**src/rtl/iter_divider_if.sv**
```systemverilog
// Request/response bundle for the iterative divider.
// The master issues start/op/a/b and watches busy/done/result.
interface iter_divider_if #(
  parameter int WIDTH = 32
);
  logic             start;
  logic [1:0]       op;
  logic [WIDTH-1:0] a;
  logic [WIDTH-1:0] b;
  logic             busy;
  logic             done;
  logic [WIDTH-1:0] result;

  modport master (
    output start, op, a, b,
    input  busy, done, result
  );

  modport slave (
    input  start, op, a, b,
    output busy, done, result
  );
endinterface

```
**src/rtl/iter_divider.sv**
```systemverilog
// Multi-cycle restoring divider: div/divu/rem/remu, one quotient bit per cycle.
// Divide-by-zero and signed overflow finish immediately without iterating.
module iter_divider #(
  parameter int WIDTH = 32,
  parameter int CNT_W = 6
) (
  input logic         clk,
  input logic         rst,
  iter_divider_if.slave bus
);

  typedef enum logic [1:0] {S_IDLE, S_CALC, S_DONE} state_t;

  state_t             state_q;
  logic [CNT_W-1:0]   cnt_q;
  logic [WIDTH-1:0]   quo_q;     // dividend shifts out the top, quotient bits shift in
  logic [WIDTH-1:0]   rem_q;     // partial remainder
  logic [WIDTH-1:0]   dvs_q;     // |divisor|
  logic [1:0]         op_q;
  logic               negq_q;
  logic               negr_q;
  logic [WIDTH-1:0]   result_q;
  logic               busy_q;
  logic               done_q;

  // operand decode for a request presented on the bus
  logic             sgn, a_neg, b_neg, b_zero, ovf, special;
  logic [WIDTH-1:0] a_abs, b_abs, spec_res;

  // Decode the incoming request: absolute values and the early-exit cases.
  always_comb begin
    sgn      = ~bus.op[0];
    a_neg    = sgn & bus.a[WIDTH-1];
    b_neg    = sgn & bus.b[WIDTH-1];
    a_abs    = a_neg ? -bus.a : bus.a;
    b_abs    = b_neg ? -bus.b : bus.b;
    b_zero   = (bus.b == '0);
    ovf      = sgn && (bus.a == {1'b1, {(WIDTH-1){1'b0}}}) && (bus.b == '1);
    special  = b_zero | ovf;
    spec_res = '0;
    if (b_zero)
      spec_res = bus.op[1] ? bus.a : '1;
    else if (ovf)
      spec_res = bus.op[1] ? '0 : bus.a;   // quotient wraps to MIN, remainder 0
  end

  // one restoring step
  logic [WIDTH:0]   trial;
  logic             ge;
  logic [WIDTH-1:0] rem_d, quo_d, q_fix, r_fix, fin_d;

  // Shift-subtract step plus the final sign fix-up applied on the last iteration.
  always_comb begin
    trial = {rem_q, quo_q[WIDTH-1]} - {1'b0, dvs_q};
    ge    = ~trial[WIDTH];
    rem_d = ge ? trial[WIDTH-1:0] : {rem_q[WIDTH-2:0], quo_q[WIDTH-1]};
    quo_d = {quo_q[WIDTH-2:0], ge};
    q_fix = negq_q ? -quo_d : quo_d;
    r_fix = negr_q ? -rem_d : rem_d;
    fin_d = op_q[1] ? r_fix : q_fix;
  end

  // Control FSM with registered busy/done/result.
  always_ff @(posedge clk) begin
    if (rst) begin
      state_q  <= S_IDLE;
      cnt_q    <= '0;
      quo_q    <= '0;
      rem_q    <= '0;
      dvs_q    <= '0;
      op_q     <= '0;
      negq_q   <= 1'b0;
      negr_q   <= 1'b0;
      result_q <= '0;
      busy_q   <= 1'b0;
      done_q   <= 1'b0;
    end else begin
      done_q <= 1'b0;
      case (state_q)
        S_IDLE, S_DONE: begin
          if (bus.start) begin
            op_q <= bus.op;
            if (special) begin
              state_q  <= S_DONE;
              busy_q   <= 1'b0;
              done_q   <= 1'b1;
              result_q <= spec_res;
            end else begin
              state_q <= S_CALC;
              busy_q  <= 1'b1;
              cnt_q   <= '0;
              quo_q   <= a_abs;
              rem_q   <= '0;
              dvs_q   <= b_abs;
              negq_q  <= a_neg ^ b_neg;
              negr_q  <= a_neg;
            end
          end else begin
            state_q <= S_IDLE;
            busy_q  <= 1'b0;
          end
        end
        S_CALC: begin
          quo_q <= quo_d;
          rem_q <= rem_d;
          cnt_q <= cnt_q + 1'b1;
          if (cnt_q == CNT_W'(WIDTH-1)) begin
            state_q  <= S_DONE;
            busy_q   <= 1'b0;
            done_q   <= 1'b1;
            result_q <= fin_d;
          end
        end
        default: begin
          state_q <= S_IDLE;
          busy_q  <= 1'b0;
        end
      endcase
    end
  end

  assign bus.busy   = busy_q;
  assign bus.done   = done_q;
  assign bus.result = result_q;

endmodule

```
**src/flat_wrapper.sv**
```systemverilog
// flat-port wrapper written by rule: the top's interface ports become plain ports
module iter_divider_flat 
#(
  parameter int WIDTH = 32,
  parameter int CNT_W = 6
)
  (clk, rst, bus_start, bus_op, bus_a, bus_b, bus_busy, bus_done, bus_result);
  iter_divider_if #(.WIDTH(WIDTH)) bus_i ();
  input logic clk;
  input logic rst;
  input wire logic [$bits(bus_i.start)-1:0] bus_start;
  input wire logic [$bits(bus_i.op)-1:0] bus_op;
  input wire logic [$bits(bus_i.a)-1:0] bus_a;
  input wire logic [$bits(bus_i.b)-1:0] bus_b;
  output wire logic [$bits(bus_i.busy)-1:0] bus_busy;
  output wire logic [$bits(bus_i.done)-1:0] bus_done;
  output wire logic [$bits(bus_i.result)-1:0] bus_result;
  assign bus_i.start = bus_start;
  assign bus_i.op = bus_op;
  assign bus_i.a = bus_a;
  assign bus_i.b = bus_b;
  assign bus_busy = bus_i.busy;
  assign bus_done = bus_i.done;
  assign bus_result = bus_i.result;
  iter_divider #(.WIDTH(WIDTH), .CNT_W(CNT_W)) u_core (.clk(clk), .rst(rst), .bus(bus_i));
endmodule
```
**config.mk**
```make
export PLATFORM = sky130hd
export DESIGN_NAME = iter_divider_flat
export DESIGN_NICKNAME = d
export VERILOG_FILES = /design/src/rtl/iter_divider_if.sv /design/src/rtl/iter_divider.sv /design/src/flat_wrapper.sv
export SDC_FILE = /design/constraint.sdc
export NUM_CORES = 1
export LEC_CHECK = 0
export BUFFER_PORTS_ARGS = -buffer_cell sky130_fd_sc_hd__buf_2
export CAP_MARGIN = 10
export CORE_MARGIN = 2
export CORE_UTILIZATION = 45
export CTS_BUF_LIST = sky130_fd_sc_hd__clkbuf_8
export CTS_CLUSTER_DIAMETER = 150
export CTS_CLUSTER_SIZE = 30
export DETAILED_ROUTE_END_ITERATION = 7
export PLACE_DENSITY = 0.68
export SLEW_MARGIN = 40
export SYNTH_ARGS = -nofsm -noshare
export SYNTH_HDL_FRONTEND = slang
export SYNTH_SLANG_ARGS = --single-unit
```
**constraint.sdc**
```tcl
create_clock -name clk -period 12.7 [get_ports clk]
set_input_delay 1.905 -clock clk [delete_from_list [all_inputs] [get_ports clk]]
set_output_delay 1.905 -clock clk [all_outputs]
set_load 0.02 [all_outputs]
```
==> impl_metrics.yaml, run 1 <==
run_status:
  status: "finished clean"
timing:
  fin_crit_ps: 5720
  fin_tns_setup_ps: 0
  hold_viol_final: 0
  rsz0062_at_grt: "no"
  max_freq_ghz: 0.175
  fin_crit_sh: 0.450
  final-max-slew-violation-count: 0
  skew_ps: 15.4
  setup_viol: 0
  tightest_slew_ps: 788
  max-slew-margin-rel: 0.461
  fin_ws_ps: 6980
route:
  drtAntennaViolNets: 0
  wl_um: 40300
  vias: 12367
  avgRoutedWirePerCell_um: 20.6
  drt_iter0_markers: 1345
  first_pass_iters: 6
  drc: 0
  viasPerCell: 6.33
logic_synthesis:
  yosys_warnings: 0
  netlist_area_um2: 11500
  netlist-cell-type-count: 94
  syn-num-nets: 1679
  netlist_top_cells_count: "nor2_1 (224), a21oi_1 (140), dfxtp_1 (140), nand2_1 (134), o21ai_0 (64)"
  yosysMostFrequentCell: "nor2_1"
  ys_ff_latch: 140
  synth_seq_area_share: 0.243
  synth.avg_cell_area_um2: 7.34
  async_reset_ff_frac: 0
  synth_flop_cell: "dfxtp_1"
  syn_inst: 1571
  synth.area.top_cells: "dfxtp_1 (24%), nor2_1 (7.3%), a21oi_1 (6.1%), xnor2_1 (4.8%), xor2_1 (4.6%)"
  synth_edf_count: 0
  synth_top_area_frac: 0.243
  yosysTopAreaCell: "dfxtp_1"
power_and_ir_drop:
  p_leak_nw: 4.83
  p_sw_frac: 0.435
  p_sw_mw: 0.690
  power_mw: 1.59
  clock_power_share: 0.243
  combPwrFrac: 0.446
  p_int_mw: 0.897
  peakVddDrop_mv: 0.0922
  pwr-share-seq: 0.311
  p_per_area_nw_per_um2: 126
clock_tree:
  h-tree-depth: 4
  cts-hold-fix-buffers: 0
  cts_tree: "built"
  clockRootBuffer: "clkbuf_8"
  clkSinkCount: 140
  clkSlewWorstSetupHoldPaths_ps: 90
  clockBufferDepth: 2
  cts_buffers: 17
  post_cts_buffers: 0
  post_cts_resize_count: 0
  worstSkewPairLatency_ps: 460
floorplan:
  rows: 58
  pin_count: 103
  dieWidth_um: 164
  start_util: 0.458
  die_area_um2: 26900
  coreArea_um2: 25200
  die_height_um: 164
worst_setup_path:
  r2r_end: "u_core.bus.result[30]"
  ff2ff_path_depth: 22
  end_kind: "flop"
  cp_data_required_time_ps: 13100
  crit_path_max_fanout: 49
  worstPathArrival_ps: 6120
  r2r_slack_ps: 6980
  critPathLaunchType: "flop"
  rr_startpoint: "u_core.quo_q[31]"
  critPathKind: "reg2reg"
cells_and_area:
  multi_input_area_um2: 8110
  drive_gt1_frac: 0.124
  nNetsFinal: 1720
  seq_area_um2: 2800
  n_antenna_cell: 0
  area_delta_synth_final_pct: 8.94
  nFillCells: 2532
grt:
  grt_overflow: 0
  grtUsageTotal: 0.296
  grt_pass1_wl_um: 62300
  antenna_found_initial: 0
  grt_max_degree: 67
  first_global_vias: 10979
min_path:
  worstHoldEndpoint: "u_core.bus.result[18]"
  min_from: "u_core.bus.result[18]"
  hold_path.class: "reg2reg"
  holdPathStages: 2
place:
  portBuffers: 102
  pre_cts_ws_ps: 7100
  place_hpwl_um: 29800
  routabilityCongestion: 0.931
job:
  max_cap_violations: 0
worst max path at each step:
stage               slack [ps]             start               endpoint  cells after the start
finish                    6980  u_core.quo_q[31]  u_core.bus.result[30]                     22
global route              6470   u_core.dvs_q[7]  u_core.bus.result[30]                     21
CTS                       7130  u_core.quo_q[31]  u_core.bus.result[30]                     22
detailed placement        7100          bus_b[8]        u_core.quo_q[2]                     11
global placement          7170          bus_b[0]        u_core.quo_q[3]                     13
floorplan                 7660  u_core.dvs_q[22]  u_core.bus.result[30]                     23
per-layer routing:
metal	share of wire	GRT usage	vias up	routed length (µm)
met3	0.089	0.0477	64	3590
met5	0	0	-	0
met4	0.021	0.0829	0	841
met2	0.44	0.456	606	17900
met1	0.45	0.426	5841	18000
li1	-	-	5856	-
worst max-delay path, cell delays in order, from the launching register on:
cell      delay (ps)
dfxtp_1          410
inv_1             60
ha_1             220
fa_1             420
nand2b_1         200
a21oi_1          320
o21ai_1          260
a21oi_4          280
o31a_4           210
nor2_4            50
inv_2             60
buf_4            450
ha_1             310
nand2_1          120
or3_1            450
or2_1            300
or3_1            440
o31ai_1          310
xor2_1           100
a211oi_1         330
o31a_1           190
o311ai_1          80
nand2_1           70
flip-flops by register name, summed over array words and instances (netlist names):
signal / count
u_core.bus.done: 1
u_core.op_q: 1
u_core.state_q: 2
u_core.dvs_q: 32
u_core.negr_q: 1
u_core.cnt_q: 6
u_core.negq_q: 1
u_core.bus.result: 32
u_core.quo_q: 32
u_core.rem_q: 32
layout by cell type, fill, tap and decap left out, types with 13 or more instances in the layout:
master,Yosys,layout
nand3_1,23,23
nand2_1,134,133
clkbuf_8,3,19
o211ai_1,16,16
o31ai_1,34,34
dfxtp_1,140,139
a221oi_1,24,24
and2_1,17,17
or3_1,20,20
o21ai_0,64,63
a31oi_1,37,37
inv_1,55,56
buf_4,7,16
a22oi_1,13,13
xnor2_1,63,63
a21oi_1,140,139
nand4_1,16,16
nor3_1,45,45
o21ai_1,13,13
mux2i_1,21,21
a21o_1,15,15
a211oi_1,53,52
buf_2,10,101
nor2_1,224,222
xor2_1,61,61
ha_1,38,38
nor4_1,23,22
and3_1,13,13
kinds of logic after synthesis:
| family | Yosys count | synth area share |
|---|---|---|
| DFF | 140 | 0.243 |
| muxes | 27 | 0.0241 |
| buffers and inverters | 152 | 0.0585 |
| AOI/OAI and AO/OA | 507 | 0.299 |
| and+or+nand+nor | 582 | 0.238 |
| adders and majority gates | 39 | 0.0430 |
| xor gates and xnor gates | 124 | 0.0942 |
stage by stage:
step	instances	hold slack, ps	utilization	instance area, µm²
after global routing	1954	457	0.499	12600
final	1954	439	0.499	12600
after floorplan	1571	441	-	11500
after global placement	1923	424	0.482	12100
after CTS	1954	445	0.498	12500
after detailed placement	1923	431	0.482	12100
layout make-up:
| type | count | share of cell area |
|---|---|---|
| clock buffer | 19 | 0.0208 |
| clock inverter | 12 | 0.0109 |
| inverter | 57 | 0.0170 |
| multi-input combinational | 1279 | 0.645 |
| sequential | 140 | 0.223 |
| tap | 330 | 0.0329 |
| timing repair buffer | 117 | 0.0498 |
power groups by stage:
stage          Combinational, mW  Clock, mW  Sequential, mW
2_1_floorplan              0.519          0           0.491
3_3_place_gp               0.680          0           0.501
3_5_place_dp               0.684          0           0.502
4_1_cts                    0.688      0.390           0.491
5_1_grt                    0.765      0.407           0.496
6_report                   0.707      0.386           0.493
No activity file was read; power rests on OpenSTA's default activity.
==> run 2: changes to the inputs <==
--- a/config.mk
+++ b/config.mk
@@ -5,6 +5,7 @@
 export SDC_FILE = /design/constraint.sdc
 export NUM_CORES = 1
 export LEC_CHECK = 0
+export ABC_AREA = 1
 export BUFFER_PORTS_ARGS = -buffer_cell sky130_fd_sc_hd__buf_2
 export CAP_MARGIN = 10
 export CORE_MARGIN = 2
@@ -13,7 +14,7 @@
 export CTS_CLUSTER_DIAMETER = 150
 export CTS_CLUSTER_SIZE = 30
 export DETAILED_ROUTE_END_ITERATION = 7
-export PLACE_DENSITY = 0.68
+export PLACE_DENSITY = 0.7
 export SLEW_MARGIN = 40
 export SYNTH_ARGS = -nofsm -noshare
 export SYNTH_HDL_FRONTEND = slang
==> constraint.sdc (replaced) <==
create_clock -name clk -period 5.1 [get_ports clk]
set_input_delay 0.765 -clock clk [delete_from_list [all_inputs] [get_ports clk]]
set_output_delay 0.765 -clock clk [all_outputs]
set_load 0.02 [all_outputs]
==> impl_metrics.yaml, run 2 <==
route:
  wl_um: 42600
  avgRoutedWirePerCell_um: 17.3
  first_pass_iters: 6
  drt_iter0_markers: 1412
  vias: 13857
  drtAntennaViolNets: 0
  drc: 0
  viasPerCell: 5.64
grt:
  met1_usage: 0.434
  grt_overflow: 0
  busiest_layer: "met2"
  antenna_found_initial: 1
  grt_use_met3: 0.0486
  grt_max_degree: 93
  first_global_vias: 12234
  grtUsageTotal: 0.297
  grt_pass1_wl_um: 66600
  grt.met2_usage: 0.454
floorplan:
  dieWidth_um: 169
  die_height_um: 169
  pin_count: 103
  start_util: 0.455
  die_area_um2: 28500
  coreArea_um2: 26800
  rows: 60
timing:
  max_freq_ghz: 0.230
  tightest_slew_ps: 796
  hold_viol_final: 0
  fin_crit_ps: 4350
  rsz0062_at_grt: "no"
  fin_crit_sh: 0.853
  final-max-slew-violation-count: 0
  skew_ps: 19.6
  fin_tns_setup_ps: 0
  setup_viol: 0
  fin_hold_ws_ps: 465
  max-slew-margin-rel: 0.469
worst_setup_path:
  crit_path_max_fanout: 3
  r2r_slack_ps: 750
  critPathLaunchType: "flop"
  ff2ff_path_depth: 31
  slowest_stage: "fa_1"
  cpMostUsedCell: "nand2_1"
  critPathKind: "reg2reg"
  r2r_end: "u_core.bus.result[28]"
  end_kind: "flop"
  slowest_delay_ps: 390
  cp_top_family: "simple AND/OR/NAND/NOR gates"
  cp_data_required_time_ps: 5500
  rr_startpoint: "u_core.quo_q[31]"
  crit_buf_inv: 2
  worstPathArrival_ps: 4750
clock_tree:
  cts_tree: "built"
  clkSinkCount: 140
  cts-hold-fix-buffers: 0
  h-tree-depth: 4
  worstSkewPairLatency_ps: 470
  post_cts_buffers: 0
  clockBufferDepth: 2
  clkSlewWorstSetupHoldPaths_ps: 90
  clockRootBuffer: "clkbuf_8"
  cts_buffers: 17
min_path:
  worstHoldEndpoint: "u_core.bus.result[11]"
  min_from: "u_core.bus.result[11]"
  holdPathStages: 2
  hold_path.class: "reg2reg"
cells_and_area:
  area_delta_synth_final_pct: 8.36
  mostFrequentLayoutCells: "nand2_1 (547), a21oi_1 (236), inv_1 (222), nor2_1 (196), dfxtp_1 (140)"
  design_area_um2: 13200
  drive_gt1_frac: 0.119
  nNetsFinal: 2212
  final_common_cell: "nand2_1"
  n_antenna_cell: 0
  stdcell_count: 2458
logic_synthesis:
  synth-compound-area-share: 0.209
  netlist_area_um2: 12200
  yosys_warnings: 0
  synth_top_family_by_area: "simple AND/OR/NAND/NOR gates"
  synth_xor_area_frac: 0.0510
  netlist-cell-type-count: 55
  yosysTopAreaCell: "dfxtp_1"
  syn-num-nets: 2161
  synth_top_area_frac: 0.230
  synth_flop_cell: "dfxtp_1"
  synth_mux_area_frac: 0
  synth.avg_cell_area_um2: 5.94
  synth_seq_area_share: 0.230
  synth.area.top_cells: "dfxtp_1 (23%), nand2_1 (17%), a21oi_1 (9.7%), inv_1 (6.8%), nor2_1 (6.1%)"
  ys_ff_latch: 140
  yosysMostFrequentCell: "nand2_1"
  synth_edf_count: 0
  yosys.area_share.simple: 0.363
  netlist_top_cells_count: "nand2_1 (547), a21oi_1 (236), inv_1 (221), nor2_1 (197), dfxtp_1 (140)"
  synthAdderAreaFrac: 0.0406
  syn_inst: 2053
  async_reset_ff_frac: 0
run_status:
  status: "finished clean"
place:
  place_inst: 2426
  placed_area_um2: 12900
  portBuffers: 102
  place_hpwl_um: 32500
  routabilityCongestion: 0.961
power_and_ir_drop:
  p_per_area_nw_per_um2: 279
  p_leak_nw: 6.40
  power_mw: 3.69
  peakVddDrop_mv: 0.126
job:
  max_cap_violations: 0
==> run 2: changes by cell type after synthesis, sizes merged, moves of 21 or more <==
cell	before	now
o21ai	78	164
xnor2	63	32
nand2	135	584
inv	56	232
xor2	61	39
a21oi	144	244
a221oi	24	0
o31ai	36	1
a211oi	53	1
mux2i	21	0
or3	21	0
nand3	24	132
==> run 2: worst max path at each step <==
stage / end / slack (ps) / cells past startpoint / from
after floorplan: u_core.bus.result[28] / 960 / 33 / u_core.quo_q[31]
after global placement: u_core.bus.result[30] / 670 / 30 / u_core.quo_q[31]
after detailed placement: u_core.bus.result[28] / 630 / 31 / u_core.quo_q[31]
after CTS: u_core.bus.result[28] / 590 / 31 / u_core.quo_q[31]
after global routing: u_core.bus.result[28] / 90 / 31 / u_core.quo_q[31]
final: u_core.bus.result[28] / 750 / 31 / u_core.quo_q[31]
==> run 2: kinds of logic (layout without fill, tap and decap cells) <==
family	count (synthesis)	count (layout)
AOI/OAI and AO/OA	468	468
xor gates and xnor gates	71	71
adders and majority gates	39	39
buffers and inverters	320	384
DFF	140	140
and+or+nand+nor	1015	1015
==> run 2: power by group <==
group          internal [mW]  switching (mW)  leakage [nW]  total (mW)
logic                  0.483            1.10          5.07        1.58
clock network          0.384           0.494         0.185       0.878
registers               1.16          0.0668          1.14        1.23
==> run 2: layout make-up <==
cell class                      count  area [µm²]
Sequential cell                   140        2800
Fill cell                        2871       13600
Clock buffer                       17         234
Tap cell                          341         427
Multi-Input combinational cell   1593        8120
Timing Repair Buffer              119         642
Clock inverter                     15         124
Inverter                          233         875
==> run 2: repair_timing <==
action                                  in CTS  in global routing
endpoints found under the setup margin       0                  3
resized for setup                            0                  2
hold endpoints to repair                     0                  0
==> run 2: per-stage QoR <==
step	setup WS [ps]	utilization
2_1_floorplan	957	-
3_3_place_gp	671	0.480
3_5_place_dp	635	0.480
4_1_cts	592	0.493
5_1_grt	87.8	0.493
6_report	751	0.493
==> run 2: routing by layer <==
metal	vias up	wire length, µm
li1	6797	-
met1	6397	19400
met2	601	18500
met3	60	3900
met4	2	816
met5	-	11
==> run 2: worst register-to-register path: cells and delay by family, from the launching register on <==
| kind | cells | cell delay (ps) |
|---|---|---|
| AOI/OAI and AO/OA | 4 | 500 |
| adders and majority gates | 3 | 770 |
| DFF | 1 | 380 |
| buffers and inverters | 2 | 150 |
| and+or+nand+nor | 22 | 2450 |
